**config.mk**
```make
export PLATFORM = sky130hd
export DESIGN_NAME = retire_trace_ctrl
export DESIGN_NICKNAME = d
export VERILOG_FILES = /design/src/rtl/trace_pkg.sv /design/src/rtl/sync_fifo.sv /design/src/rtl/retire_trace_ctrl.sv
export SDC_FILE = /design/constraint.sdc
export NUM_CORES = 1
export LEC_CHECK = 0
export ABC_CLOCK_PERIOD_IN_PS = 14050
export CORE_MARGIN = 2
export CORE_UTILIZATION = 54
export DETAILED_ROUTE_END_ITERATION = 10
export PLACE_DENSITY = 0.72
export SLEW_MARGIN = 20
export SYNTH_ARGS = -nofsm -noshare
export SYNTH_HDL_FRONTEND = slang
export SYNTH_SLANG_ARGS = --single-unit
```
**constraint.sdc**
```tcl
create_clock -name clk -period 14.05 [get_ports clk]
set_input_delay 2.81 -clock clk [delete_from_list [all_inputs] [get_ports clk]]
set_output_delay 2.81 -clock clk [all_outputs]
set_load 0.03 [all_outputs]
```
**src/rtl/trace_pkg.sv**
```systemverilog
// Shared definitions for the retire trace path: entry field layout and
// serializer state encoding.
package trace_pkg;

  localparam int ENTRY_W  = 70;
  localparam int PC_MSB   = 69;
  localparam int PC_LSB   = 38;
  localparam int WEN_BIT  = 37;
  localparam int DEST_MSB = 36;
  localparam int DEST_LSB = 32;
  localparam int RES_MSB  = 31;

  typedef enum logic [1:0] {
    IDLE     = 2'd0,
    SEND_PC  = 2'd1,
    SEND_TAG = 2'd2,
    SEND_RES = 2'd3
  } trace_state_e;

endpackage

```
**src/rtl/sync_fifo.sv**
```systemverilog
// Synchronous DEPTH x WIDTH FIFO with registered occupancy count.
// Full and empty are decoded from the count, so they reflect the pre-edge value.
module sync_fifo #(
  parameter int DEPTH = 8,
  parameter int WIDTH = 70
) (
  input  logic                         clk,
  input  logic                         rst,
  input  logic                         push,
  input  logic [WIDTH-1:0]             wdata,
  input  logic                         pop,
  output logic [WIDTH-1:0]             rdata,
  output logic [$clog2(DEPTH+1)-1:0]   count,
  output logic                         full,
  output logic                         empty
);

  localparam int PTR_W = $clog2(DEPTH);
  localparam int CNT_W = $clog2(DEPTH+1);

  logic [WIDTH-1:0] mem_q [DEPTH];
  logic [PTR_W-1:0] wrPtr_q;
  logic [PTR_W-1:0] rdPtr_q;
  logic [CNT_W-1:0] count_q;
  logic             doPush;
  logic             doPop;

  assign full   = (count_q == CNT_W'(DEPTH));
  assign empty  = (count_q == '0);
  assign doPush = push & ~full;
  assign doPop  = pop & ~empty;
  assign rdata  = mem_q[rdPtr_q];
  assign count  = count_q;

  // Storage is deliberately left unreset; only pointers and count are cleared.
  always_ff @(posedge clk) begin
    if (doPush) mem_q[wrPtr_q] <= wdata;
  end

  always_ff @(posedge clk) begin
    if (rst) begin
      wrPtr_q <= '0;
      rdPtr_q <= '0;
      count_q <= '0;
    end else begin
      if (doPush) wrPtr_q <= wrPtr_q + 1'b1;
      if (doPop)  rdPtr_q <= rdPtr_q + 1'b1;
      case ({doPush, doPop})
        2'b10:   count_q <= count_q + 1'b1;
        2'b01:   count_q <= count_q - 1'b1;
        default: ;
      endcase
    end
  end

endmodule

```
**src/rtl/retire_trace_ctrl.sv**
```systemverilog
// Buffers retired-instruction trace entries from WB and serializes each one
// as three 32-bit words (pc, {wen,dest}, result) onto a valid/ready port.
module retire_trace_ctrl #(
  parameter int DEPTH   = 8,
  parameter int ENTRY_W = trace_pkg::ENTRY_W,
  parameter int OCC_W   = $clog2(DEPTH+1)
) (
  input  logic               clk,
  input  logic               rst,
  input  logic               retired,
  input  logic [ENTRY_W-1:0] fifo_data,
  output logic               fifo_full,
  output logic               trace_valid,
  input  logic               trace_ready,
  output logic [31:0]        trace_data,
  output logic               trace_last,
  output logic [31:0]        retire_cnt,
  output logic [OCC_W-1:0]   occupancy
);

  import trace_pkg::*;

  trace_state_e       state_q, state_d;
  logic [ENTRY_W-1:0] hold_q, hold_d;
  logic [31:0]        retireCnt_q;
  logic [ENTRY_W-1:0] headData;
  logic [OCC_W-1:0]   occCount;
  logic               push;
  logic               pop;
  logic               full;
  logic               empty;

  assign push       = retired & ~full;
  assign fifo_full  = full;
  assign occupancy  = occCount;
  assign retire_cnt = retireCnt_q;

  sync_fifo #(
    .DEPTH(DEPTH),
    .WIDTH(ENTRY_W)
  ) u_fifo (
    .clk  (clk),
    .rst  (rst),
    .push (push),
    .wdata(fifo_data),
    .pop  (pop),
    .rdata(headData),
    .count(occCount),
    .full (full),
    .empty(empty)
  );

  // SEND_RES chains straight into the next entry's SEND_PC when storage is
  // non-empty, giving one entry per three cycles with no idle bubble.
  always_comb begin
    state_d     = state_q;
    hold_d      = hold_q;
    pop         = 1'b0;
    trace_valid = 1'b0;
    trace_last  = 1'b0;
    trace_data  = '0;
    case (state_q)
      IDLE: begin
        if (!empty) begin
          pop     = 1'b1;
          hold_d  = headData;
          state_d = SEND_PC;
        end
      end
      SEND_PC: begin
        trace_valid = 1'b1;
        trace_data  = hold_q[PC_MSB:PC_LSB];
        if (trace_ready) state_d = SEND_TAG;
      end
      SEND_TAG: begin
        trace_valid = 1'b1;
        trace_data  = {26'b0, hold_q[WEN_BIT], hold_q[DEST_MSB:DEST_LSB]};
        if (trace_ready) state_d = SEND_RES;
      end
      SEND_RES: begin
        trace_valid = 1'b1;
        trace_last  = 1'b1;
        trace_data  = hold_q[RES_MSB:0];
        if (trace_ready) begin
          if (!empty) begin
            pop     = 1'b1;
            hold_d  = headData;
            state_d = SEND_PC;
          end else begin
            state_d = IDLE;
          end
        end
      end
    endcase
  end

  always_ff @(posedge clk) begin
    if (rst) begin
      state_q     <= IDLE;
      hold_q      <= '0;
      retireCnt_q <= '0;
    end else begin
      state_q <= state_d;
      hold_q  <= hold_d;
      if (push) retireCnt_q <= retireCnt_q + 32'd1;
    end
  end

endmodule

```
==> metrics.txt, run 1 <==
worst hold path type register to register; Yosys reg bits 677; CP max FO 37; HPWL Detailed 30.98 mm; clock root buffer clkbuf_16; clk_lat worst skew 0.58 ns; VDD IR max 0.1172 mV; commonest cells after routing, fill and taps aside 560 x edfxtp_1, 143 x clkdlybuf4s50_1, 140 x mux4_2; WL met2 27.23 mm; share of post-route cells with drive strength above 1 17.58%; clock transition at the registers of the reported paths 0.06 ns; FF-to-FF path depth 5; largest net degree at the start of global routing 88; WHS Path Cells 2; initial antenna violation count 6; Fin. Hold Viols 0; Iter 0 DRT Violations 1263; area added between synthesis and finish 16.08%; CP Launch Type register; ys async rst share 0%; Critical Path RT 11.24 ns; post-CTS sizing 0; GRT overflow 0; post-DR wirelength/cell 24.89 um; TritonCTS buffer count 67; Post-synth EDFFs 560; post-synth top area share 64.45%; Critical Path Sink Type primary output; detailed-route via count 13.56k; Seq/Total Area, Yosys 73.43%; DRT Pass-1 Iters 6; Power, Total 0.005238 W; filler instances 3262; Max-Cap Viols 0; Worst EP arrival 2.79 ns; Slew Limit Fails 0; Final #Nets 1633; Comb pwr share 19.5%; relative slew slack 26.39%; setup_tns 0 ns; clk_skew 0.02314 ns; total core area 47750 um^2; final setup fails 0; Post-route DRC 0; WL met3 3.514 mm; routability cong. 0.7828; Die Y 223.8 um; f_max 178.5 MHz; final period utilization 39.86%; hold_buf cts 0; pwr/cell area 172.9 nW/um^2; top post-synthesis cells by area edfxtp_1 64%, mux4_2 12%, dfxtp_1 9.0%; Slew @ Worst Pin 1.104 ns; initial core utilization 54.65%; row cnt 80; clk sinks 677; ys flop type edfxtp_1; Met1 Wirelength 22.75 mm; YS warnings 0; sw power 0.001439 W; Max clock buf depth 3; die width 223.8 um; Top Metal Used met5; first-pass GRT wire length 82.95 mm; final WL 55.13 mm; syn avg cell area 18.64 um^2; clock share of power 33.4%; Netlist cell types 45; io pins 145; largest area contributor in the netlist edfxtp_1; Setup Buffers After CTS 0; Die ar. 50090 um^2; Post-Syn Area 26090 um^2; Leakage 9.298 nW; # H-tree levels 3; Sw Share 27.48%; run status completed; routed vias/inst 6.120; Final ANT Viol Nets 0; leading cell type in the layout, fill and taps excluded edfxtp_1; RSZ-0062 raised after global routing false; crit path time final 5.601 ns; Power Internal 0.003798 W; vias in the first global route 13.58k; Mapped Nets 1485; crit path kind register to primary output; Seq pwr share 47.1%; GRT Total Usage 22.38%; Post-Syn Instances 1400; I/O Buffers 144; CTS tree yes
## path summary, 6_finish.rpt
check                 start  slack (ns)              to
max              state_q[1]        8.45  trace_data[10]
min          retire_cnt[31]        0.48  retire_cnt[31]
max reg2reg        register       10.28      hold_q[59]
min reg2reg  retire_cnt[31]        0.48  retire_cnt[31]
## power groups by stage
| stage | combinational [W] | sequential, W | clock, W |
|---|---|---|---|
| CTS | 0.00104 | 0.00247 | 0.00178 |
| global placement | 0.00100 | 0.00250 | 0 |
| detailed placement | 0.00103 | 0.00251 | 0 |
| floorplan | 0.000761 | 0.00248 | 0 |
| global route | 0.00112 | 0.00248 | 0.00185 |
| finish | 0.00102 | 0.00247 | 0.00175 |
## synth_stat cells, types with 6 or more instances
| cell type | n |
|---|---|
| or3_1 | 8 |
| a222oi_1 | 6 |
| a22oi_1 | 26 |
| xor2_1 | 11 |
| ha_1 | 11 |
| buf_4 | 13 |
| a211oi_1 | 70 |
| nor2_1 | 120 |
| a21oi_1 | 30 |
| o31ai_1 | 19 |
| clkbuf_1 | 44 |
| nand2_1 | 14 |
| buf_2 | 22 |
| buf_1 | 9 |
| o21ai_0 | 9 |
| or4_1 | 22 |
| edfxtp_1 | 560 |
| inv_1 | 7 |
| mux4_2 | 140 |
| dfxtp_1 | 117 |
| nand4_1 | 9 |
| mux2i_1 | 73 |
| nand3_1 | 15 |
## sequential cells by signal, summed over array words and instances, names as in the netlist, named ones only
register and cells:
u_fifo.mem_q 560, hold_q 70, retire_cnt 32, u_fifo.count 4, u_fifo.rdPtr_q 3, u_fifo.wrPtr_q 3, state_q 2
## final cells by class
type                       instances  area, um^2  area share, %
multi-input combinational        625        6519          21.52
tap                              615       769.5          2.541
clock inverter                    18       171.4         0.5660
inverter                           7       26.28        0.08676
antenna                            2       5.005        0.01652
timing repair buffer             170        1638          5.408
sequential                       677       19170          63.29
clock buffer                     101        1988          6.565
## worst max-delay path: stages (launching register included)
cell and delay, ns:
dfxtp_1 0.39, ha_1 0.17, buf_4 0.44, a22oi_1 0.18
nor2_1 0.28, clkdlybuf4s50_1 0.73
## per-stage QoR
stage / instance area, um^2 / util [%] / hold slack, ns / setup WS (ns) / instances
finish: 30290 / 63.43 / 0.4808 / 8.449 / 2215
CTS: 30280 / 63.41 / 0.4842 / 8.452 / 2213
global route: 30280 / 63.43 / 0.5162 / 8.302 / 2214
global placement: 28120 / 58.89 / 0.4645 / 8.246 / 2094
detailed placement: 28120 / 58.89 / 0.4763 / 8.197 / 2094
floorplan: 26090 / - / 0.4775 / 3.057 / 1400
## per-layer routing
metal  global-route usage (%)  up-vias
li1                         -     6009
met1                    30.27     6954
met2                    37.02      472
met3                    4.565      113
met4                    7.011        8
met5                        0        -
## cells by family (layout without fill, tap and decap cells)
family | after synthesis | count (layout) | synth area share [%]
muxes | 213 | 213 | 14.89
xor gates and xnor gates | 14 | 14 | 0.4700
buffers and inverters | 98 | 296 | 1.789
and+or+nand+nor | 224 | 224 | 4.517
DFF | 677 | 677 | 73.43
adders and majority gates | 11 | 11 | 0.5275
other | 0 | 2 | 0
AOI/OAI and AO/OA | 163 | 163 | 4.383
Power figures use the tool's default switching activity.
==> inputs of run 2 (changes only) <==
--- a/config.mk
+++ b/config.mk
@@ -5,7 +5,7 @@
 export SDC_FILE = /design/constraint.sdc
 export NUM_CORES = 1
 export LEC_CHECK = 0
-export ABC_CLOCK_PERIOD_IN_PS = 14050
+export ABC_CLOCK_PERIOD_IN_PS = 5800
 export CORE_MARGIN = 2
 export CORE_UTILIZATION = 54
 export DETAILED_ROUTE_END_ITERATION = 10
==> constraint.sdc (replaced) <==
create_clock -name clk -period 5.8 [get_ports clk]
set_input_delay 1.16 -clock clk [delete_from_list [all_inputs] [get_ports clk]]
set_output_delay 1.16 -clock clk [all_outputs]
set_load 0.03 [all_outputs]
==> run 2 against run 1 <==
Effect of this change:
- die area unchanged
- clock skew rose by 0.0056 ns
- non-clock buffer count fell by 5
- utilization is 0.10 points higher
- sequential share of layout area fell by 0.10 points
- register-to-register slack lost 7.8 ns
- power is 140% higher
- critical path depth up 1
- largest power group unchanged
- cell area is 0.17% higher
- sequential power rose by 140%
- highest routed layer unchanged
- critical endpoint is now trace_data[15]
- clock power increased by 130%
==> metrics.txt, run 2 (synthesis gave the netlist of run 1 again) <==
run status completed (unchanged); Min Hold Slack 0.4834 ns (was 0.4808 ns); vias in the first global route 13.54k (was 13.58k); commonest cells after routing, fill and taps aside 560 x edfxtp_1, 143 x clkdlybuf4s50_1, 140 x mux4_2 (unchanged); hold endpoint retire_cnt[31] (unchanged); Slew @ Worst Pin 1.113 ns (was 1.104 ns); largest net degree at the start of global routing 141 (was 88); routability cong. 0.8343 (was 0.7828); worst r2r src u_fifo.count[1]; relative slew slack 25.82% (was 26.39%); CP max stage cell ha_1 (was clkdlybuf4s50_1); die width 223.8 um (unchanged); Final ANT Viol Nets 0 (unchanged); CP Cell Sequence inv_1, ha_1, buf_4, a22oi_1, nor2_1, clkdlybuf4s50_1 (was ha_1, buf_4, a22oi_1, nor2_1, clkdlybuf4s50_1); Max clock buf depth 3 (unchanged); Final #Nets 1630 (was 1633); post-DR wirelength/cell 24.34 um (was 24.89 um); initial antenna violation count 5 (was 6); Die ar. 50090 um^2 (unchanged); detailed-route via count 13.50k (was 13.56k); clock root buffer clkbuf_16 (unchanged); Slew Limit Fails 0 (unchanged); Slowest Stage Delay on Critical Path 0.85 ns (was 0.73 ns); clk sinks 677 (unchanged); clock transition at the registers of the reported paths 0.06 ns (about the same); pwr/cell area 412.9 nW/um^2 (was 172.9 nW/um^2); post-CTS sizing 0 (unchanged); Hold Crit Start retire_cnt[31] (unchanged); f_max 234.0 MHz; hold_buf cts 0 (unchanged); Power, Total 0.01253 W (was 0.005238 W); io pins 145 (unchanged); share of post-route cells with drive strength above 1 17.00% (was 17.58%); Critical Path Sink Type primary output (unchanged); total core area 47750 um^2 (unchanged); leading cell type in the layout, fill and taps excluded edfxtp_1 (unchanged); initial core utilization 54.65% (unchanged); Setup Buffers After CTS 0 (unchanged); CTS tree yes (unchanged); GRT Total Usage 22.10% (was 22.38%); final period utilization 73.69%; VDD IR max 0.5145 mV (was 0.1172 mV); crit path kind register to primary output (unchanged); area added between synthesis and finish 16.27% (was 16.08%); Post-route DRC 0 (unchanged); first-pass GRT wire length 82.39 mm (was 82.95 mm); CP Launch Type register (unchanged); routed vias/inst 6.087 (was 6.120); max reg flops 560 (unchanged); worst hold path type register to register (unchanged); Critical Path RT 4.64 ns (was 11.24 ns); final WL 53.96 mm (was 55.13 mm); # H-tree levels 3 (unchanged); Fin. Hold Viols 0 (unchanged); TritonCTS buffer count 69 (was 67); crit path time final 4.274 ns; reg2reg setup slack 2.47 ns (was 10.28 ns); final setup fails 0 (unchanged); Worst EP arrival 3.11 ns (was 2.79 ns); I/O Buffers 144 (unchanged); RSZ-0062 raised after global routing false (unchanged); clk_lat worst skew 0.60 ns (was 0.58 ns); clk_skew 0.02879 ns (was 0.02314 ns); Leakage 9.270 nW (was 9.298 nW); Max-Cap Viols 0 (unchanged); register with the most flip-flops u_fifo.mem_q (unchanged); Die Y 223.8 um (unchanged); GRT overflow 0 (unchanged); WHS Path Cells 2 (unchanged); RR Endpoint u_fifo.mem_q[7][3] (was hold_q[59]); Iter 0 DRT Violations 1208 (was 1263); FF-to-FF path depth 4 (was 5); CP max FO 20 (was 37); HPWL Detailed 30.38 mm (was 30.98 mm); DRT Pass-1 Iters 5 (was 6); row cnt 80 (unchanged)
[run 2: final cells by class]
| cell class | count | area [um^2] |
|---|---|---|
| Antenna cell | 2 | 5.005 |
| Multi-Input combinational cell | 625 | 6564 |
| Timing Repair Buffer | 165 | 1742 |
| Fill cell | 3234 | 17410 |
| Clock buffer | 98 | 1908 |
| Clock inverter | 28 | 152.6 |
| Tap cell | 615 | 769.5 |
| Sequential cell | 677 | 19170 |
| Inverter | 7 | 26.28 |
[run 2: where the power goes]
| group | switching [W] | total, W | internal (W) | leakage (nW) |
|---|---|---|---|---|
| sequential | 0.000321 | 0.00603 | 0.00571 | 6.05 |
| clock | 0.00175 | 0.00405 | 0.00230 | 1.01 |
| combinational | 0.00143 | 0.00245 | 0.00102 | 2.21 |
[run 2: stage by stage]
| stage | worst slack [ns] | util (%) | instance area, um^2 | std cells | setup TNS [ns] |
|---|---|---|---|---|---|
| 6_report | 1.526 | 63.54 | 30340 | 2217 | 0 |
| 4_1_cts | 1.510 | 63.50 | 30320 | 2214 | 0 |
| 5_1_grt | 1.265 | 63.53 | 30330 | 2216 | 0 |
| 2_1_floorplan | -1.032 | - | 26130 | 1400 | -76.11 |
| 3_5_place_dp | 1.695 | 59.18 | 28260 | 2088 | 0 |
| 3_3_place_gp | 1.752 | 59.18 | 28260 | 2088 | 0 |
[run 2: critical path: cells and delay by family, from the launching register on]
kind	cells	cell delay, ns
AND/OR/NAND/NOR	1	0.11
adder cells (fa/ha/maj)	1	0.85
flip-flops	1	0.34
AO/OA/AOI/OAI	1	0.10
buffers and inverters	3	1.12
[run 2: metal layers]
layer	part of all wire [%]	global-route usage, %	routed length [um]	vias to the layer above
li1	-	-	-	6020
met1	42	30.27	22470	6935
met2	49	35.62	26400	445
met3	7.4	5.955	4002	89
met4	1.9	5.699	1052	6
met5	0.069	0	37	-
[run 2: how the worst max path moves through the flow]
stage               start                   to  slack [ns]  depth (start not counted)
2_1_floorplan     retired   u_fifo.mem_q[3][0]       -1.03                          3
4_1_cts        state_q[1]       trace_data[11]        1.51                          6
3_5_place_dp      retired  u_fifo.mem_q[7][64]        1.69                          4
5_1_grt        state_q[1]        trace_data[6]        1.26                          6
3_3_place_gp      retired  u_fifo.mem_q[7][66]        1.75                          4
6_report       state_q[1]       trace_data[15]        1.53                          6
==> inputs of run 3 (changes only) <==
--- a/config.mk
+++ b/config.mk
@@ -5,7 +5,7 @@
 export SDC_FILE = /design/constraint.sdc
 export NUM_CORES = 1
 export LEC_CHECK = 0
-export ABC_CLOCK_PERIOD_IN_PS = 5800
+export ABC_CLOCK_PERIOD_IN_PS = 4250
 export CORE_MARGIN = 2
 export CORE_UTILIZATION = 54
 export DETAILED_ROUTE_END_ITERATION = 10
==> constraint.sdc (replaced) <==
create_clock -name clk -period 4.25 [get_ports clk]
set_input_delay 0.85 -clock clk [delete_from_list [all_inputs] [get_ports clk]]
set_output_delay 0.85 -clock clk [all_outputs]
set_load 0.03 [all_outputs]
==> run 3 against run 2 <==
Effect of this change:
- non-clock buffer count grew 15
- count of clock-buffer cells in the layout shrank 6
- sequential power grew 36%
- cell count grew 0.41%
- largest cell class unchanged
- clock power grew 41%
- clock skew shrank 0.0099 ns
- largest power group unchanged
- flip-flop and latch count is the same
==> metrics.txt, run 3 (synthesis gave the netlist of run 1 again) <==
RSZ-0062 raised after global routing false (unchanged); Slowest Stage Delay on Critical Path 0.71 ns (was 0.85 ns); Max-Cap Viols 0 (unchanged); hold_buf cts 0 (unchanged); run status completed (unchanged); n_diodes 0 (was 2); io pins 145 (unchanged); CP Cell Sequence inv_1, ha_1, a222oi_1, nor2_1, clkdlybuf4s50_1 (was inv_1, ha_1, buf_4, a22oi_1, nor2_1, clkdlybuf4s50_1); TritonCTS buffer count 68 (was 69); crit path time final 3.899 ns; Power Internal 0.01263 W (was 0.009027 W); DP Worst Slack 0.8173 ns (was 1.695 ns); Power, Total 0.01744 W (was 0.01253 W); final setup fails 0 (unchanged); worst hold path type register to register (unchanged); Seq pwr share 47.1% (was 48.1%); CP max stage cell a222oi_1 (was ha_1); clk_lat worst skew 0.59 ns (was 0.60 ns); CP Launch Type register (unchanged); relative slew slack 32.42% (was 25.82%); Die ar. 50090 um^2 (unchanged); Max clock buf depth 3 (unchanged); final WL 54.43 mm (was 53.96 mm); Slew Limit Fails 0 (unchanged); post-DR wirelength/cell 24.45 um (was 24.34 um); Comb pwr share 20.2% (was 19.6%); Critical Path Sink Type primary output (unchanged); Final ANT Viol Nets 0 (unchanged); row cnt 80 (unchanged); Critical Path RT 3.40 ns (was 4.64 ns); crit path kind register to primary output (unchanged); Leakage 9.409 nW (was 9.270 nW); total core area 47750 um^2 (unchanged); Storage cell area 19170 um^2 (unchanged); filler instances 3291 (was 3234); Final #Nets 1644 (was 1630); HPWL Detailed 32.20 mm (was 30.38 mm); Placed Area 28570 um^2 (was 28260 um^2); area added between synthesis and finish 17.64% (was 16.27%); CTS tree yes (unchanged); routability cong. 0.8455 (was 0.8343); commonest cells after routing, fill and taps aside 560 x edfxtp_1, 143 x clkdlybuf4s50_1, 140 x mux4_2 (unchanged); initial core utilization 54.65% (unchanged); initial antenna violation count 3 (was 5); GRT Total Usage 22.39% (was 22.10%); share of post-route cells with drive strength above 1 18.00% (was 17.00%); vias in the first global route 13.76k (was 13.54k); Worst EP arrival 3.05 ns (was 3.11 ns); clock transition at the registers of the reported paths 0.06 ns (about the same); leading cell type in the layout, fill and taps excluded edfxtp_1 (unchanged); Post-route DRC 0 (unchanged); # H-tree levels 3 (unchanged); routed vias/inst 6.089 (was 6.087); f_max 256.5 MHz; area of the multi-input gates 6570 um^2 (was 6564 um^2); final non-filler cell area 30690 um^2 (was 30340 um^2); clock share of power 32.7% (was 32.3%); pwr/cell area 568.2 nW/um^2 (was 412.9 nW/um^2); clk_skew 0.01884 ns (was 0.02879 ns); largest net degree at the start of global routing 89 (was 141); CP max FO 14 (was 20); DRT Pass-1 Iters 7 (was 5); register with the most flip-flops u_fifo.mem_q (unchanged); GRT overflow 0 (unchanged); sw power 0.004816 W (was 0.003499 W); Fin. Hold Viols 0 (unchanged); Iter 0 DRT Violations 1268 (was 1208); VDD IR max 0.4328 mV (was 0.5145 mV); I/O Buffers 144 (unchanged); final period utilization 91.74%; post-CTS sizing 0 (unchanged); Die Y 223.8 um (unchanged); detailed-route via count 13.55k (was 13.50k); Slew @ Worst Pin 1.014 ns (was 1.113 ns); clock root buffer clkbuf_16 (unchanged); Final WS setup 0.3512 ns (was 1.526 ns); Sw Share 27.61% (was 27.93%); die width 223.8 um (unchanged); first-pass GRT wire length 83.66 mm (was 82.39 mm); clk sinks 677 (unchanged); Setup Buffers After CTS 0 (unchanged); max reg flops 560 (unchanged)
run 3: cell count changes in the layout (fill, tap and decap cells not counted), sizes merged:
cell      before  now
clkinvlp       0    3
bufinv         0    4
buf           22   37
clkinv        23   20
inv           12   10
clkbuf        98   92
diode          2    0
run 3: path summary, 6_finish.rpt:
path	from	endpoint	slack [ns]	depth (start not counted)
min reg2reg	retire_cnt[31]	retire_cnt[31]	0.49	2
max reg2reg	state_q[1]	u_fifo.count[2]	0.74	11
min	retire_cnt[31]	retire_cnt[31]	0.49	2
max	state_q[1]	trace_data[1]	0.35	5
run 3: worst max-delay path: cells and delay by family (launching register included):
kind                     cells  cell delay, ns
adder cells (fa/ha/maj)      1            0.47
flip-flops                   1            0.40
AND/OR/NAND/NOR              1            0.13
AO/OA/AOI/OAI                1            0.71
buffers and inverters        2            0.74
run 3: power by group through the flow:
stage	clock network, W	registers, W	logic [W]
floorplan	0	0.00814	0.00253
global placement	0	0.00833	0.00347
detailed placement	0	0.00835	0.00353
CTS	0.00580	0.00822	0.00356
global route	0.00608	0.00827	0.00387
finish	0.00570	0.00822	0.00353
run 3: per-stage QoR:
stage,util [%],cells,TNS [ns],hold slack (ns)
3_5_place_dp,59.84,2104,0,0.4848
2_1_floorplan,-,1400,-89.86,0.4775
6_report,64.29,2226,0,0.4871
4_1_cts,64.29,2226,0,0.4933
5_1_grt,64.29,2226,0,0.5257
3_3_place_gp,59.84,2104,0,0.4702
run 3: final cells by class:
class | instances | share of cell area, %
flip-flops and latches | 677 | 62.45
repair buffers | 180 | 6.628
clock inverters | 30 | 0.8520
inverters | 7 | 0.08560
multi-input cells | 625 | 21.40
clock buffers | 92 | 6.070
well taps | 615 | 2.507
run 3: routing by layer:
metal / wire (um) / global-route usage (%)
met1: 23020 / 31.28
met2: 26840 / 36.46
met3: 3292 / 3.922
met4: 1231 / 6.989
met5: 40 / 0
